`src/rtl/rv32i_dbg_pkg.sv`:
```
// Shared definitions for the RV32I APB debug responder: register map,
// CTRL/STATUS bit positions and the state encodings of both FSMs.
package rv32i_dbg_pkg;

   localparam logic [8:0] OFF_CTRL     = 9'h000;
   localparam logic [8:0] OFF_STATUS   = 9'h004;
   localparam logic [8:0] OFF_PC       = 9'h008;
   localparam logic [8:0] OFF_GPR_BASE = 9'h100;

   localparam int CTRL_HALT   = 0;
   localparam int CTRL_RESUME = 1;
   localparam int CTRL_STEP   = 2;

   localparam int ST_HALTED    = 0;
   localparam int ST_HALT_PEND = 1;
   localparam int ST_RUN_PEND  = 2;
   localparam int ST_TIMEOUT   = 3;
   localparam int ST_ACC_ERR   = 4;

   typedef enum logic [1:0] {APB_IDLE, APB_WAIT, APB_DONE} apb_state_e;

   typedef enum logic [2:0] {
      H_RUN, H_HALT_REQ, H_HALTED, H_RESUME_REQ, H_STEP_REQ, H_STEP_WAIT
   } halt_state_e;

   typedef enum logic [2:0] {R_CTRL, R_STATUS, R_PC, R_GPR, R_BAD} reg_sel_e;

   // GPR window 0x100-0x17C, word aligned only
   function automatic logic is_gpr_off(input logic [8:0] off);
      return (off[8:7] == OFF_GPR_BASE[8:7]) && (off[1:0] == 2'b00);
   endfunction

endpackage

```
`src/rtl/rv32i_dbg_apb_if.sv`:
```
// APB3 bus bundle between the system bus and the debug responder.
interface rv32i_dbg_apb_if #(parameter int ADDR_W = 12);

   logic              psel;
   logic              penable;
   logic              pwrite;
   logic [ADDR_W-1:0] paddr;
   logic [31:0]       pwdata;
   logic [31:0]       prdata;
   logic              pready;
   logic              pslverr;

   modport master (
      output psel, penable, pwrite, paddr, pwdata,
      input  prdata, pready, pslverr
   );

   modport slave (
      input  psel, penable, pwrite, paddr, pwdata,
      output prdata, pready, pslverr
   );

endinterface

```
`src/rtl/rv32i_dbg_halt_ctrl.sv`:
```
// Core halt/resume/step sequencer with a bounded wait for core_halted.
// Request lines are registered copies of the state, so they lag it by one cycle.
module rv32i_dbg_halt_ctrl
   import rv32i_dbg_pkg::*;
#(
   parameter int HALT_TIMEOUT = 1024
) (
   input  logic        clk,
   input  logic        rst_n,
   input  logic        halt_p,
   input  logic        resume_p,
   input  logic        step_p,
   input  logic        core_halted,
   output logic        halt_req,
   output logic        resume_req,
   output logic        step,
   output halt_state_e state,
   output logic        timeout_p
);

   localparam int CNT_W = $clog2(HALT_TIMEOUT + 1);

   logic [CNT_W-1:0] cnt;
   logic             cnt_hit;

   assign cnt_hit = (cnt == CNT_W'(HALT_TIMEOUT - 1));

   always_ff @(posedge clk or negedge rst_n) begin
      if (!rst_n) begin
         state      <= H_RUN;
         cnt        <= '0;
         halt_req   <= 1'b0;
         resume_req <= 1'b0;
         step       <= 1'b0;
         timeout_p  <= 1'b0;
      end else begin
         halt_req   <= (state == H_HALT_REQ);
         resume_req <= (state == H_RESUME_REQ) || (state == H_STEP_REQ);
         step       <= (state == H_STEP_REQ) || (state == H_STEP_WAIT);
         timeout_p  <= 1'b0;
         cnt        <= '0;
         case (state)
            H_RUN:
               if (halt_p) state <= H_HALT_REQ;
            H_HALT_REQ:
               if (core_halted) state <= H_HALTED;
               else if (cnt_hit) begin
                  state     <= H_RUN;
                  timeout_p <= 1'b1;
               end else cnt <= cnt + 1'b1;
            H_HALTED:
               if (step_p)        state <= H_STEP_REQ;
               else if (resume_p) state <= H_RESUME_REQ;
            H_RESUME_REQ:
               if (!core_halted) state <= H_RUN;
            H_STEP_REQ:
               if (!core_halted) state <= H_STEP_WAIT;
            H_STEP_WAIT:
               if (core_halted) state <= H_HALTED;
               else if (cnt_hit) begin
                  state     <= H_RUN;
                  timeout_p <= 1'b1;
               end else cnt <= cnt + 1'b1;
            default:
               state <= H_RUN;
         endcase
      end
   end

endmodule

```
`src/rtl/rv32i_dbg_apb.sv`:
```
// APB3 debug responder: decodes the debug register map, guards GPR/PC access
// on the core being halted, and drives the register file debug port.
module rv32i_dbg_apb
   import rv32i_dbg_pkg::*;
#(
   parameter int ADDR_W       = 12,
   parameter int HALT_TIMEOUT = 1024
) (
   input  logic                  clk,
   input  logic                  rst_n,
   rv32i_dbg_apb_if.slave        apb,
   output logic                  dbg_halt_req,
   output logic                  dbg_resume_req,
   output logic                  dbg_step,
   input  logic                  core_halted,
   output logic                  dbg_wr_en,
   output logic [4:0]            dbg_wr_addr,
   output logic [31:0]           dbg_wr_data,
   output logic [4:0]            dbg_rd_addr,
   input  logic [31:0]           dbg_rd_data,
   input  logic [31:0]           dbg_pc_rdata,
   output logic                  dbg_pc_wr_en,
   output logic [31:0]           dbg_pc_wdata
);

   apb_state_e        apb_st;
   halt_state_e       hstate;
   reg_sel_e          sel;
   logic [ADDR_W-1:0] paddr_w;
   logic [8:0]        off;
   logic              unused_paddr;
   logic              halted;
   logic              err;
   logic              halt_p, resume_p, step_p;
   logic              timeout_p;
   logic              timeout_f, acc_err_f;
   logic [31:0]       status;

   assign paddr_w      = apb.paddr;
   assign off          = paddr_w[8:0];
   assign unused_paddr = ^paddr_w[ADDR_W-1:9];
   assign dbg_rd_addr  = off[6:2];
   assign halted       = (hstate == H_HALTED);

   always_comb begin
      sel = R_BAD;
      if (off == OFF_CTRL)        sel = R_CTRL;
      else if (off == OFF_STATUS) sel = R_STATUS;
      else if (off == OFF_PC)     sel = R_PC;
      else if (is_gpr_off(off))   sel = R_GPR;
   end

   // GPR/PC are only reachable through the regfile port while the core is parked
   assign err = (sel == R_BAD) || (((sel == R_PC) || (sel == R_GPR)) && !halted);

   always_comb begin
      status                = '0;
      status[ST_HALTED]     = halted;
      status[ST_HALT_PEND]  = (hstate == H_HALT_REQ);
      status[ST_RUN_PEND]   = (hstate == H_RESUME_REQ) || (hstate == H_STEP_REQ) ||
                              (hstate == H_STEP_WAIT);
      status[ST_TIMEOUT]    = timeout_f;
      status[ST_ACC_ERR]    = acc_err_f;
   end

   always_ff @(posedge clk or negedge rst_n) begin
      if (!rst_n) begin
         apb_st       <= APB_IDLE;
         apb.prdata   <= '0;
         apb.pready   <= 1'b0;
         apb.pslverr  <= 1'b0;
         dbg_wr_en    <= 1'b0;
         dbg_wr_addr  <= '0;
         dbg_wr_data  <= '0;
         dbg_pc_wr_en <= 1'b0;
         dbg_pc_wdata <= '0;
         halt_p       <= 1'b0;
         resume_p     <= 1'b0;
         step_p       <= 1'b0;
         timeout_f    <= 1'b0;
         acc_err_f    <= 1'b0;
      end else begin
         apb.pready   <= 1'b0;
         apb.pslverr  <= 1'b0;
         dbg_wr_en    <= 1'b0;
         dbg_pc_wr_en <= 1'b0;
         halt_p       <= 1'b0;
         resume_p     <= 1'b0;
         step_p       <= 1'b0;
         case (apb_st)
            APB_IDLE:
               if (apb.psel && apb.penable) apb_st <= APB_WAIT;
            APB_WAIT: begin
               apb_st      <= APB_DONE;
               apb.pready  <= 1'b1;
               apb.pslverr <= err;
               if (err) begin
                  acc_err_f <= 1'b1;
                  if (!apb.pwrite) apb.prdata <= '0;
               end else if (apb.pwrite) begin
                  case (sel)
                     R_CTRL: begin
                        halt_p   <= apb.pwdata[CTRL_HALT];
                        resume_p <= apb.pwdata[CTRL_RESUME];
                        step_p   <= apb.pwdata[CTRL_STEP];
                     end
                     R_STATUS: begin
                        if (apb.pwdata[ST_TIMEOUT]) timeout_f <= 1'b0;
                        if (apb.pwdata[ST_ACC_ERR]) acc_err_f <= 1'b0;
                     end
                     R_PC: begin
                        dbg_pc_wr_en <= 1'b1;
                        dbg_pc_wdata <= apb.pwdata;
                     end
                     R_GPR: begin
                        dbg_wr_en   <= 1'b1;
                        dbg_wr_addr <= off[6:2];
                        dbg_wr_data <= apb.pwdata;
                     end
                     default: ;
                  endcase
               end else begin
                  case (sel)
                     R_STATUS: apb.prdata <= status;
                     R_PC:     apb.prdata <= dbg_pc_rdata;
                     R_GPR:    apb.prdata <= dbg_rd_data;
                     default:  apb.prdata <= '0;
                  endcase
               end
            end
            APB_DONE:
               apb_st <= APB_IDLE;
            default:
               apb_st <= APB_IDLE;
         endcase
         // a fresh timeout wins over a simultaneous W1C
         if (timeout_p) timeout_f <= 1'b1;
      end
   end

   rv32i_dbg_halt_ctrl #(.HALT_TIMEOUT(HALT_TIMEOUT)) u_halt (
      .clk         (clk),
      .rst_n       (rst_n),
      .halt_p      (halt_p),
      .resume_p    (resume_p),
      .step_p      (step_p),
      .core_halted (core_halted),
      .halt_req    (dbg_halt_req),
      .resume_req  (dbg_resume_req),
      .step        (dbg_step),
      .state       (hstate),
      .timeout_p   (timeout_p)
   );

endmodule

```
`src/flat_wrapper.sv`:
```
// flat-port wrapper written by rule: the top's interface ports become plain ports
module rv32i_dbg_apb_flat import rv32i_dbg_pkg::*;
#(
   parameter int ADDR_W       = 12,
   parameter int HALT_TIMEOUT = 1024
)
  (clk, rst_n, dbg_halt_req, dbg_resume_req, dbg_step, core_halted, dbg_wr_en, dbg_wr_addr, dbg_wr_data, dbg_rd_addr, dbg_rd_data, dbg_pc_rdata, dbg_pc_wr_en, dbg_pc_wdata, apb_psel, apb_penable, apb_pwrite, apb_paddr, apb_pwdata, apb_prdata, apb_pready, apb_pslverr);
  rv32i_dbg_apb_if #(.ADDR_W(ADDR_W)) apb_i ();
  input  logic clk;
  input  logic rst_n;
  output logic dbg_halt_req;
  output logic dbg_resume_req;
  output logic dbg_step;
  input  logic core_halted;
  output logic dbg_wr_en;
  output logic [4:0] dbg_wr_addr;
  output logic [31:0] dbg_wr_data;
  output logic [4:0] dbg_rd_addr;
  input  logic [31:0] dbg_rd_data;
  input  logic [31:0] dbg_pc_rdata;
  output logic dbg_pc_wr_en;
  output logic [31:0] dbg_pc_wdata;
  input wire logic [$bits(apb_i.psel)-1:0] apb_psel;
  input wire logic [$bits(apb_i.penable)-1:0] apb_penable;
  input wire logic [$bits(apb_i.pwrite)-1:0] apb_pwrite;
  input wire logic [$bits(apb_i.paddr)-1:0] apb_paddr;
  input wire logic [$bits(apb_i.pwdata)-1:0] apb_pwdata;
  output wire logic [$bits(apb_i.prdata)-1:0] apb_prdata;
  output wire logic [$bits(apb_i.pready)-1:0] apb_pready;
  output wire logic [$bits(apb_i.pslverr)-1:0] apb_pslverr;
  assign apb_i.psel = apb_psel;
  assign apb_i.penable = apb_penable;
  assign apb_i.pwrite = apb_pwrite;
  assign apb_i.paddr = apb_paddr;
  assign apb_i.pwdata = apb_pwdata;
  assign apb_prdata = apb_i.prdata;
  assign apb_pready = apb_i.pready;
  assign apb_pslverr = apb_i.pslverr;
  rv32i_dbg_apb #(.ADDR_W(ADDR_W), .HALT_TIMEOUT(HALT_TIMEOUT)) u_core (.clk(clk), .rst_n(rst_n), .apb(apb_i), .dbg_halt_req(dbg_halt_req), .dbg_resume_req(dbg_resume_req), .dbg_step(dbg_step), .core_halted(core_halted), .dbg_wr_en(dbg_wr_en), .dbg_wr_addr(dbg_wr_addr), .dbg_wr_data(dbg_wr_data), .dbg_rd_addr(dbg_rd_addr), .dbg_rd_data(dbg_rd_data), .dbg_pc_rdata(dbg_pc_rdata), .dbg_pc_wr_en(dbg_pc_wr_en), .dbg_pc_wdata(dbg_pc_wdata));
endmodule
```
`config.mk`:
```
export PLATFORM = sky130hd
export DESIGN_NAME = rv32i_dbg_apb_flat
export DESIGN_NICKNAME = d
export VERILOG_FILES = /design/src/rtl/rv32i_dbg_pkg.sv /design/src/rtl/rv32i_dbg_apb_if.sv /design/src/rtl/rv32i_dbg_halt_ctrl.sv /design/src/rtl/rv32i_dbg_apb.sv /design/src/flat_wrapper.sv
export SDC_FILE = /design/constraint.sdc
export NUM_CORES = 1
export LEC_CHECK = 0
export CORE_ASPECT_RATIO = 0.6
export CORE_UTILIZATION = 36
export DETAILED_ROUTE_END_ITERATION = 7
export HOLD_SLACK_MARGIN = 0.12
export PLACE_DENSITY = 0.69
export SETUP_SLACK_MARGIN = 0.02
export SYNTH_ARGS = -nofsm -noshare
export SYNTH_HDL_FRONTEND = slang
export SYNTH_HIERARCHICAL = 1
export SYNTH_SLANG_ARGS = --single-unit
```
`constraint.sdc`:
```
create_clock -name clk -period 2.5 [get_ports clk]
set_input_delay 0.375 -clock clk [delete_from_list [all_inputs] [get_ports clk]]
set_output_delay 0.375 -clock clk [all_outputs]
set_load 0.005 [all_outputs]
```
==> results of run 1 <==
## power groups by stage
stage | Clock [mW] | Combinational [mW] | Sequential, mW
final | 2.76 | 0.725 | 2.26
after global routing | 2.93 | 0.788 | 2.28
after CTS | 2.85 | 0.728 | 2.26
after detailed placement | 0 | 0.724 | 2.30
after global placement | 0 | 0.708 | 2.29
after floorplan | 0 | 0.233 | 2.30
## cell families after synthesis
family          share of synthesized area
compound gates                      0.107
fa+ha+maj                         0.00230
simple gates                        0.107
xor+xnor                          0.00484
mux                                 0.145
buf+inv                            0.0339
flops                               0.599
## state kept, by name, summed over array words and instances, names as in the netlist, 2 cells and up
| signal | count |
|---|---|
| u_core/apb.prdata | 32 |
| u_core/dbg_pc_wdata | 32 |
| u_core/dbg_wr_data | 32 |
| u_core/u_halt/cnt | 11 |
| u_core/dbg_wr_addr | 5 |
| u_core/u_halt/state | 3 |
| u_core/apb_st | 2 |
## per-layer routing
metal / global-route usage / vias up / share of wire
met5: 0 / - / 0
met4: 0.0689 / 0 / 0.013
met3: 0.0576 / 22 / 0.057
met2: 0.324 / 126 / 0.48
met1: 0.281 / 2227 / 0.45
li1: - / 2046 / -
## cell usage in the layout (no fill, tap or decap), types with 4 or more instances in the layout
master             n
nor2b_1            4
and2_1             5
nor2_1             7
o21ai_0           33
nand2_1           46
dfrtp_1          130
mux2_1            36
nor3_1             8
nor3b_1            6
inv_6              4
clkinv_4           4
bufinv_16          5
clkbuf_16         17
o31ai_1            4
buf_4             23
a22oi_1           32
clkdlybuf4s50_1  222
a221oi_1           6
mux2_2            33
## worst paths after layout
path | start | end | slack (ns) | cells past startpoint
worst max-delay path | u_core/u_halt/state[1] | u_core/apb.prdata[25] | 0.22 | 4
worst min-delay path | rst_n | u_core/apb.prdata[12] | 0.40 | 2
worst max register to register | u_core/u_halt/state[1] | u_core/apb.prdata[25] | 0.22 | 4
worst min register to register | u_core/u_halt/timeout_p | u_core/timeout_f | 0.43 | 1
max in group asynchronous | rst_n | u_core/dbg_pc_wdata[8] | 1.38 | 3
min in group clk | u_core/u_halt/timeout_p | u_core/timeout_f | 0.43 | 1
## Yosys cell counts (2+ instances only)
cell,n,area [um2]
a211oi_1,3,22.5
a21o_1,2,15.0
a21oi_1,3,15.0
a221oi_1,6,52.6
a22oi_1,32,240
and2_1,5,31.3
buf_2,3,15.0
buf_4,5,37.5
buf_6,5,56.3
clkbuf_1,17,63.8
dfrtp_1,130,3250
inv_1,3,11.3
mux2_1,36,405
mux2_2,33,372
nand2_1,46,173
nand2b_1,2,12.5
nand3_1,4,20.0
nand3_2,2,20.0
nand4_1,3,18.8
nor2_1,7,26.3
nor2b_1,4,25.0
nor3_1,8,40.0
nor3b_1,6,45.0
nor4_1,2,12.5
nor4b_1,2,17.5
o21ai_0,33,165
o31ai_1,5,37.5
or3_1,3,18.8
or3b_2,2,17.5
or4_1,4,30.0
xor2_1,2,17.5
## per-stage QoR
stage	setup TNS (ns)	instance area (um2)
CTS	0	8650
floorplan	0	5430
finish	0	8650
global placement	-17.79	7980
detailed placement	-18.60	7980
global route	0	8650
## final cells by class
class	instances	share of cell area
Clock inverter	14	0.0263
Clock buffer	18	0.0496
Sequential cell	130	0.376
Tap cell	198	0.0286
Inverter	3	0.00130
Multi-Input combinational cell	269	0.233
Timing Repair Buffer	249	0.285
## what timing repair did
| action | 4_1_cts | 5_1_grt |
|---|---|---|
| gates resized for setup | 0 | 1 |
| hold endpoints to repair | 18 | 0 |
| hold buffers | 1 | 0 |
| setup endpoints to repair | 0 | 16 |
==> impl_metrics.py, run 1 <==
metrics = {
    "floorplan": {
        "fp.dieArea_um2": 15600,
        "row_count": 34,
        "dieHeight_um": 97.1,
        "top_level_ports": 227,
        "fp.coreArea_um2": 14600,
        "die_width_um": 161,
        "initial_core_util": 0.372,
    },
    "clock_network": {
        "numClockSinks": 130,
        "cts_buf_count": 17,
        "clock_latency_ns": 0.41,
        "ctsLongestPathBuffers": 2,
        "h-tree-depth": 4,
        "cts_root_buffer": "clkbuf_16",
        "clk_pin_slew_ns": 0.06,
        "tritoncts": "built",
        "cts_post_setup_buffers_inserted": 0,
    },
    "timing": {
        "maxSlewHeadroom": 0.226,
        "max_slew.worst_pin.slew_ns": 1.16,
        "fmax_mhz": 439,
        "finalHoldViolCount": 0,
        "min_period_over_period": 0.911,
        "final_critical_path_setup_slack_ns": 0.224,
        "rsz0062_at_grt": "no",
        "report.final.slew_viol_count": 0,
        "final_number_of_setup_violating_endpoints": 0,
        "fin_worst_hold_slack_ns": 0.402,
        "period_minus_slack_ns": 2.28,
        "finClkSkew_ns": 0.0104,
    },
    "final_layout": {
        "fin_util": 0.593,
        "antenna-diode-count": 0,
        "seq_area_um2": 3250,
        "nets": 785,
        "areaGrowthSynthToFinish_pct": 59.4,
        "filler_cell_count": 1171,
        "area_of_the_multi_input_gates_um2": 2020,
        "stdcell_count": 881,
        "drive_gt1_frac": 0.151,
    },
    "setup_path": {
        "max_stage_delay_ns": 0.98,
        "cp_data_required_time_ns": 2.73,
        "worstSetupStartpointType": "flip-flop",
        "critical_path_arrival_ns": 2.51,
        "setup.worst_path.end_class": "flip-flop",
        "crit_chain": "nor3b_1 -> and2_1 -> o31ai_4 -> o21ai_0",
        "criticalPathCategory": "reg -> reg",
        "crit_family": "compound AO/OA/AOI/OAI gates",
        "worst-path-max-fanout": 32,
        "worst-path-buf-inv": 0,
        "critical-path-slowest-cell": "o31ai_4",
    },
    "power": {
        "ir_worst_vdd_uv": 412,
        "leakage_nw": 3.81,
        "finalPower_mw": 5.75,
        "share_comb_of_total_power": 0.126,
        "switching_share": 0.231,
        "pwr-share-clk": 0.481,
        "p_switching_mw": 1.33,
        "cellPowerDensity_nw_per_um2": 664,
        "internal-power_mw": 4.42,
        "seq_power_share": 0.393,
    },
    "min_path": {
        "min-delay-path-class": "in -> async",
    },
    "synthesis": {
        "yosysWarnings": 6,
        "synth_enable_flop_cells": 0,
        "syn_avg_cell_area_um2": 12.6,
        "yosys_register_bits": 130,
        "synth_fp_nets": 547,
        "synth.yosys.seq_area_share": 0.599,
        "yosys.cell_types.count": 45,
        "synth_cells": 432,
        "syn_area_um2": 5430,
        "dominantRegCellSynth": "dfrtp_1",
        "ys_async_sr_fraction": 1.00,
    },
    "placement": {
        "pre_cts_setup_slack_ns": -0.302,
        "port-buffer-count": 223,
        "post-place-cells": 848,
        "dp_hpwl_mm": 11.4,
        "global_placer_s_final_weighted_congestion": 0.846,
    },
    "global_routing": {
        "initial_antenna_violation_count": 0,
        "number_of_global_route_vias_before_repair": 4667,
        "wire_length_of_the_first_global_routing_pass_mm": 25.3,
        "globalRouteOverflowTotal": 0,
        "grt_start_max_net_pins": 54,
        "grt_use_total": 0.208,
    },
    "flow_run": {
        "timing.max_cap.violations": 0,
    },
    "detailed_routing": {
        "postRouteAntennaNets": 0,
        "drt_pass_1_iters": 4,
        "drc": 0,
        "routed_wirelength_mm": 15.5,
        "drt_first_iter_violations": 235,
        "vias": 4421,
        "routed_via_density": 5.02,
        "wire_per_inst_um": 17.6,
    },
    "run_status": {
        "status": "complete, no violations",
    },
}
No activity file was read; power rests on OpenSTA's default activity.
==> run 2: changes to the inputs <==
- CORE_MARGIN: not set -> 2
- GPL_TIMING_DRIVEN: not set -> 0
==> impl_metrics.py, run 2 (synthesized netlist as in run 1, its figures left out) <==
metrics = {
    "run_status": {
        "status": "complete, no violations",
    },
    "global_routing": {
        "initial_antenna_violation_count": 0,
        "wire_length_of_the_first_global_routing_pass_mm": 25.6,
        "globalRouteOverflowTotal": 0,
        "grt_start_max_net_pins": 84,
        "grt_use_total": 0.206,
        "number_of_global_route_vias_before_repair": 4683,
    },
    "floorplan": {
        "die_width_um": 163,
        "dieHeight_um": 99.1,
        "row_count": 34,
        "top_level_ports": 227,
        "initial_core_util": 0.372,
        "fp.dieArea_um2": 16100,
        "fp.coreArea_um2": 14600,
    },
    "setup_path": {
        "critical_path_arrival_ns": 2.69,
        "regToRegSetupSlack_ns": 0.22,
        "r2r_end": "u_core/apb.prdata[25]",
        "criticalPathCategory": "in -> reg",
        "critical-path-slowest-cell": "or4_4",
        "crit_chain": "clkdlybuf4s50_1 -> or4_4 -> buf_2 -> nor3_4 -> buf_12 -> nand3_4 -> buf_6 -> mux2_1",
        "worst-path-max-fanout": 15,
        "setup.worst_path.end_class": "flip-flop",
        "max_stage_delay_ns": 0.58,
        "cp_data_required_time_ns": 2.78,
        "timing.rr.start": "u_core/u_halt/state[2]",
        "worstSetupStartpointType": "input pin",
        "rr_worst_depth": 5,
    },
    "min_path": {
        "min-delay-path-class": "reg -> reg",
        "min_delay_worst_endpoint": "u_core/timeout_f",
        "launch_point_of_the_worst_hold_path": "u_core/u_halt/timeout_p",
        "hold-path-cell-count": 1,
    },
    "final_layout": {
        "most-common-layout-cells": "clkdlybuf4s50_1 (222), dfrtp_1 (130), nand2_1 (46)",
        "stdcell_count": 887,
        "nets": 791,
        "fin_util": 0.588,
        "areaGrowthSynthToFinish_pct": 58.1,
        "final_common_cell": "clkdlybuf4s50_1",
        "antenna-diode-count": 0,
        "top_registers": "u_core/apb.prdata x32, u_core/dbg_pc_wdata x32, u_core/dbg_wr_data x32",
        "drive_gt1_frac": 0.139,
    },
    "placement": {
        "port-buffer-count": 223,
        "pre_cts_setup_slack_ns": -0.485,
        "dp_hpwl_mm": 11.7,
        "global_placer_s_final_weighted_congestion": 0.824,
        "post-place-cells": 854,
    },
    "detailed_routing": {
        "drt_first_iter_violations": 231,
        "postRouteAntennaNets": 0,
        "routed_via_density": 4.96,
        "vias": 4401,
        "drc": 0,
        "routed_wirelength_mm": 15.7,
        "drt_pass_1_iters": 4,
        "wire_per_inst_um": 17.7,
    },
    "clock_network": {
        "ctsLongestPathBuffers": 2,
        "cts_buf_count": 17,
        "h-tree-depth": 4,
        "cts_root_buffer": "clkbuf_16",
        "clock_latency_ns": 0.41,
        "tritoncts": "built",
        "clk_pin_slew_ns": 0.06,
        "numClockSinks": 130,
    },
    "timing": {
        "period_minus_slack_ns": 2.41,
        "finClkSkew_ns": 0.00918,
        "fin_worst_hold_slack_ns": 0.424,
        "fmax_mhz": 415,
        "maxSlewHeadroom": 0.573,
        "rsz0062_at_grt": "no",
        "report.final.slew_viol_count": 0,
        "max_slew.worst_pin.slew_ns": 0.639,
        "final_critical_path_setup_slack_ns": 0.0915,
        "min_period_over_period": 0.963,
        "final_number_of_setup_violating_endpoints": 0,
        "finalHoldViolCount": 0,
    },
    "power": {
        "share_comb_of_total_power": 0.129,
        "leakage_nw": 3.75,
        "finalPower_mw": 5.41,
        "internal-power_mw": 4.10,
        "seq_power_share": 0.419,
        "cellPowerDensity_nw_per_um2": 630,
        "ir_worst_vdd_uv": 436,
        "p_switching_mw": 1.31,
        "switching_share": 0.243,
        "pwr-share-clk": 0.452,
    },
    "flow_run": {
        "timing.max_cap.violations": 0,
    },
}
-- run 2: timing repair --
action                                 in CTS  in global routing
hold buffers                                1                  0
buffers inserted                            0                  1
resized for setup                           2                 11
setup endpoints to repair                  39                 82
gates cloned                                0                  0
endpoints found under the hold margin      47                  0
pin swaps                                   1                  1
-- run 2: worst max path at each step --
stage	depth (start not counted)	slack [ns]	startpoint	end
after floorplan	7	0.43	apb_paddr[8]	u_core/dbg_wr_data[19]
after global placement	1	-3.98	rst_n	u_core/dbg_pc_wdata[14]
after detailed placement	7	-0.49	apb_paddr[8]	u_core/apb.prdata[25]
after CTS	6	0.04	apb_paddr[8]	u_core/timeout_f
after global routing	7	0.03	apb_paddr[8]	u_core/apb.prdata[25]
final	8	0.09	apb_paddr[8]	u_core/dbg_pc_wdata[21]
-- run 2: worst max-delay path: cells and delay by family --
kind | cells | cell delay, ns
buffers and inverters | 4 | 1.06
multiplexers | 1 | 0.32
AND/OR/NAND/NOR | 3 | 0.92
-- run 2: power by group through the flow --
stage          clock, mW  sequential (mW)  combinational, mW
2_1_floorplan          0             2.30              0.233
3_3_place_gp           0             2.30              0.671
3_5_place_dp           0             2.30              0.692
4_1_cts             2.52             2.27              0.699
5_1_grt             2.64             2.28              0.764
6_report            2.45             2.27              0.699
-- run 2: stage by stage --
step,area (um2),TNS [ns]
floorplan,5430,0
global placement,7910,-550.48
detailed placement,7940,-37.19
CTS,8540,0
global route,8580,0
finish,8580,0
-- run 2: layer usage --
layer  track usage  part of all wire  vias to the layer above
met4        0.0647             0.014                        0
met2         0.316              0.47                      112
li1              -                 -                     2056
met3        0.0667             0.064                       17
met5             0                 0                        -
met1         0.280              0.46                     2216
-- run 2: final cells by class --
type                            instances  area (um2)
Buffer                                 29         179
Clock buffer                           18         429
Clock inverter                         14         154
Fill cell                            1197        6010
Inverter                                3        11.3
Multi-Input combinational cell        269        2020
Sequential cell                       130        3250
Tap cell                              198         248
Timing Repair Buffer                  226        2290
==> run 3: changes to the inputs <==
- CORE_UTILIZATION: 36 -> 41
- PLACE_DENSITY: 0.69 -> 0.78
- TNS_END_PERCENT: not set -> 50
==> impl_metrics.py, run 3 (synthesized netlist as in run 1, its figures left out) <==
metrics = {
    "run_status": {
        "status": "complete, no violations",
    },
    "global_routing": {
        "globalRouteOverflowTotal": 0,
        "wire_length_of_the_first_global_routing_pass_mm": 25.5,
        "number_of_global_route_vias_before_repair": 4810,
        "grt_use_total": 0.229,
        "grt_start_max_net_pins": 94,
        "initial_antenna_violation_count": 0,
    },
    "flow_run": {
        "timing.max_cap.violations": 0,
    },
    "final_layout": {
        "final_common_cell": "clkdlybuf4s50_1",
        "areaGrowthSynthToFinish_pct": 57.7,
        "top_registers": "u_core/apb.prdata x32, u_core/dbg_pc_wdata x32, u_core/dbg_wr_data x32",
        "antenna-diode-count": 0,
        "filler_cell_count": 970,
        "drive_gt1_frac": 0.135,
        "most-common-layout-cells": "clkdlybuf4s50_1 (222), dfrtp_1 (130), nand2_1 (46)",
        "nets": 791,
        "fin_util": 0.664,
    },
    "setup_path": {
        "cp_data_required_time_ns": 2.78,
        "worstSetupStartpointType": "input pin",
        "critical_path_arrival_ns": 2.71,
        "regToRegSetupSlack_ns": 0.17,
        "timing.rr.start": "u_core/u_halt/state[2]",
        "worst-path-max-fanout": 10,
        "rr_worst_depth": 6,
        "setup.worst_path.end_class": "flip-flop",
        "max_stage_delay_ns": 0.54,
        "critical-path-slowest-cell": "or4_1",
        "r2r_end": "u_core/dbg_wr_data[19]",
        "criticalPathCategory": "in -> reg",
        "crit_chain": "clkdlybuf4s50_1 -> or4_1 -> buf_2 -> nor3_4 -> nand3_2 -> buf_6 -> mux2_1",
    },
    "power": {
        "ir_worst_vdd_uv": 457,
        "leakage_nw": 3.76,
        "internal-power_mw": 4.34,
        "share_comb_of_total_power": 0.125,
        "p_switching_mw": 1.30,
        "seq_power_share": 0.404,
        "pwr-share-clk": 0.471,
        "switching_share": 0.231,
        "cellPowerDensity_nw_per_um2": 659,
    },
    "placement": {
        "port-buffer-count": 223,
        "global_placer_s_final_weighted_congestion": 0.843,
        "dp_hpwl_mm": 12.0,
    },
    "clock_network": {
        "cts_post_setup_buffers_inserted": 0,
        "clock_latency_ns": 0.41,
        "h-tree-depth": 4,
        "numClockSinks": 130,
        "tritoncts": "built",
        "clk_pin_slew_ns": 0.06,
        "ctsLongestPathBuffers": 2,
        "cts_buf_count": 17,
        "cts_root_buffer": "clkbuf_16",
    },
    "timing": {
        "report.final.slew_viol_count": 0,
        "fin_worst_hold_slack_ns": 0.444,
        "max_slew.worst_pin.slew_ns": 0.813,
        "fmax_mhz": 411,
        "period_minus_slack_ns": 2.43,
        "timing.setup.tns_ns": 0,
        "maxSlewHeadroom": 0.454,
        "min_period_over_period": 0.973,
        "rsz0062_at_grt": "yes",
        "finalHoldViolCount": 0,
        "finClkSkew_ns": 0.00971,
        "final_number_of_setup_violating_endpoints": 0,
    },
    "detailed_routing": {
        "routed_wirelength_mm": 16.1,
        "drt_first_iter_violations": 293,
        "routed_via_density": 5.24,
        "postRouteAntennaNets": 0,
        "vias": 4503,
        "drc": 0,
        "drt_pass_1_iters": 5,
        "wire_per_inst_um": 18.8,
    },
    "floorplan": {
        "fp.dieArea_um2": 14200,
        "die_width_um": 153,
        "row_count": 32,
        "top_level_ports": 227,
        "dieHeight_um": 93.1,
        "initial_core_util": 0.421,
        "fp.coreArea_um2": 12900,
    },
    "min_path": {
        "min-delay-path-class": "in -> async",
    },
}
## run 3: what timing repair did
item / in CTS / in global routing
setup endpoints to repair: 37 / 36
resized for setup: 1 / 5
pin swaps: 0 / 0
hold buffers: 1 / 0
endpoints found under the hold margin: 37 / 0
## run 3: how the worst max path moves through the flow
stage / start / to / slack [ns] / depth (start not counted)
finish: apb_paddr[8] / u_core/dbg_pc_wdata[6] / 0.07 / 7
global route: apb_paddr[5] / u_core/dbg_pc_wdata[2] / 0.01 / 7
CTS: u_core/u_halt/state[2] / u_core/apb.prdata[28] / 0.06 / 5
detailed placement: apb_paddr[7] / u_core/dbg_wr_data[19] / -0.65 / 6
global placement: rst_n / u_core/dbg_pc_wdata[27] / -3.82 / 1
floorplan: apb_paddr[8] / u_core/dbg_wr_data[19] / 0.43 / 7
## run 3: metal layers
layer,vias up,part of all wire,GRT usage
met2,160,0.49,0.382
li1,2048,-,-
met5,-,0,0
met1,2268,0.44,0.294
met3,27,0.056,0.0584
met4,0,0.020,0.0818
## run 3: critical path: cells and delay by family
kind,cells,cell delay [ns]
mux,1,0.32
simple gates,3,1.13
buf+inv,3,0.88
## run 3: power by group through the flow
stage                     registers [mW]  clock network, mW  logic [mW]
after floorplan                     2.30                  0       0.233
after CTS                           2.28               2.70       0.709
after global routing                2.29               2.80       0.767
after detailed placement            2.31                  0       0.699
final                               2.28               2.66       0.707
after global placement              2.30                  0       0.664
## run 3: final cells by class
type | instances | area, um2 | area share
plain buffers | 30 | 175 | 0.0205
clock buffers | 19 | 453 | 0.0529
clock inverters | 13 | 184 | 0.0215
inverters | 3 | 11.3 | 0.00132
multi-input cells | 269 | 2000 | 0.234
flip-flops and latches | 130 | 3250 | 0.380
well taps | 170 | 213 | 0.0248
repair buffers | 225 | 2270 | 0.265
## run 3: metrics by stage
step	setup slack [ns]	area (um2)	cells	total power, mW
detailed placement	-0.652	7900	826	3.01
global placement	-3.82	7870	825	2.97
CTS	0.0634	8560	859	5.68
finish	0.0674	8560	859	5.64
floorplan	0.434	5430	432	2.53
global route	0.0123	8560	859	5.85
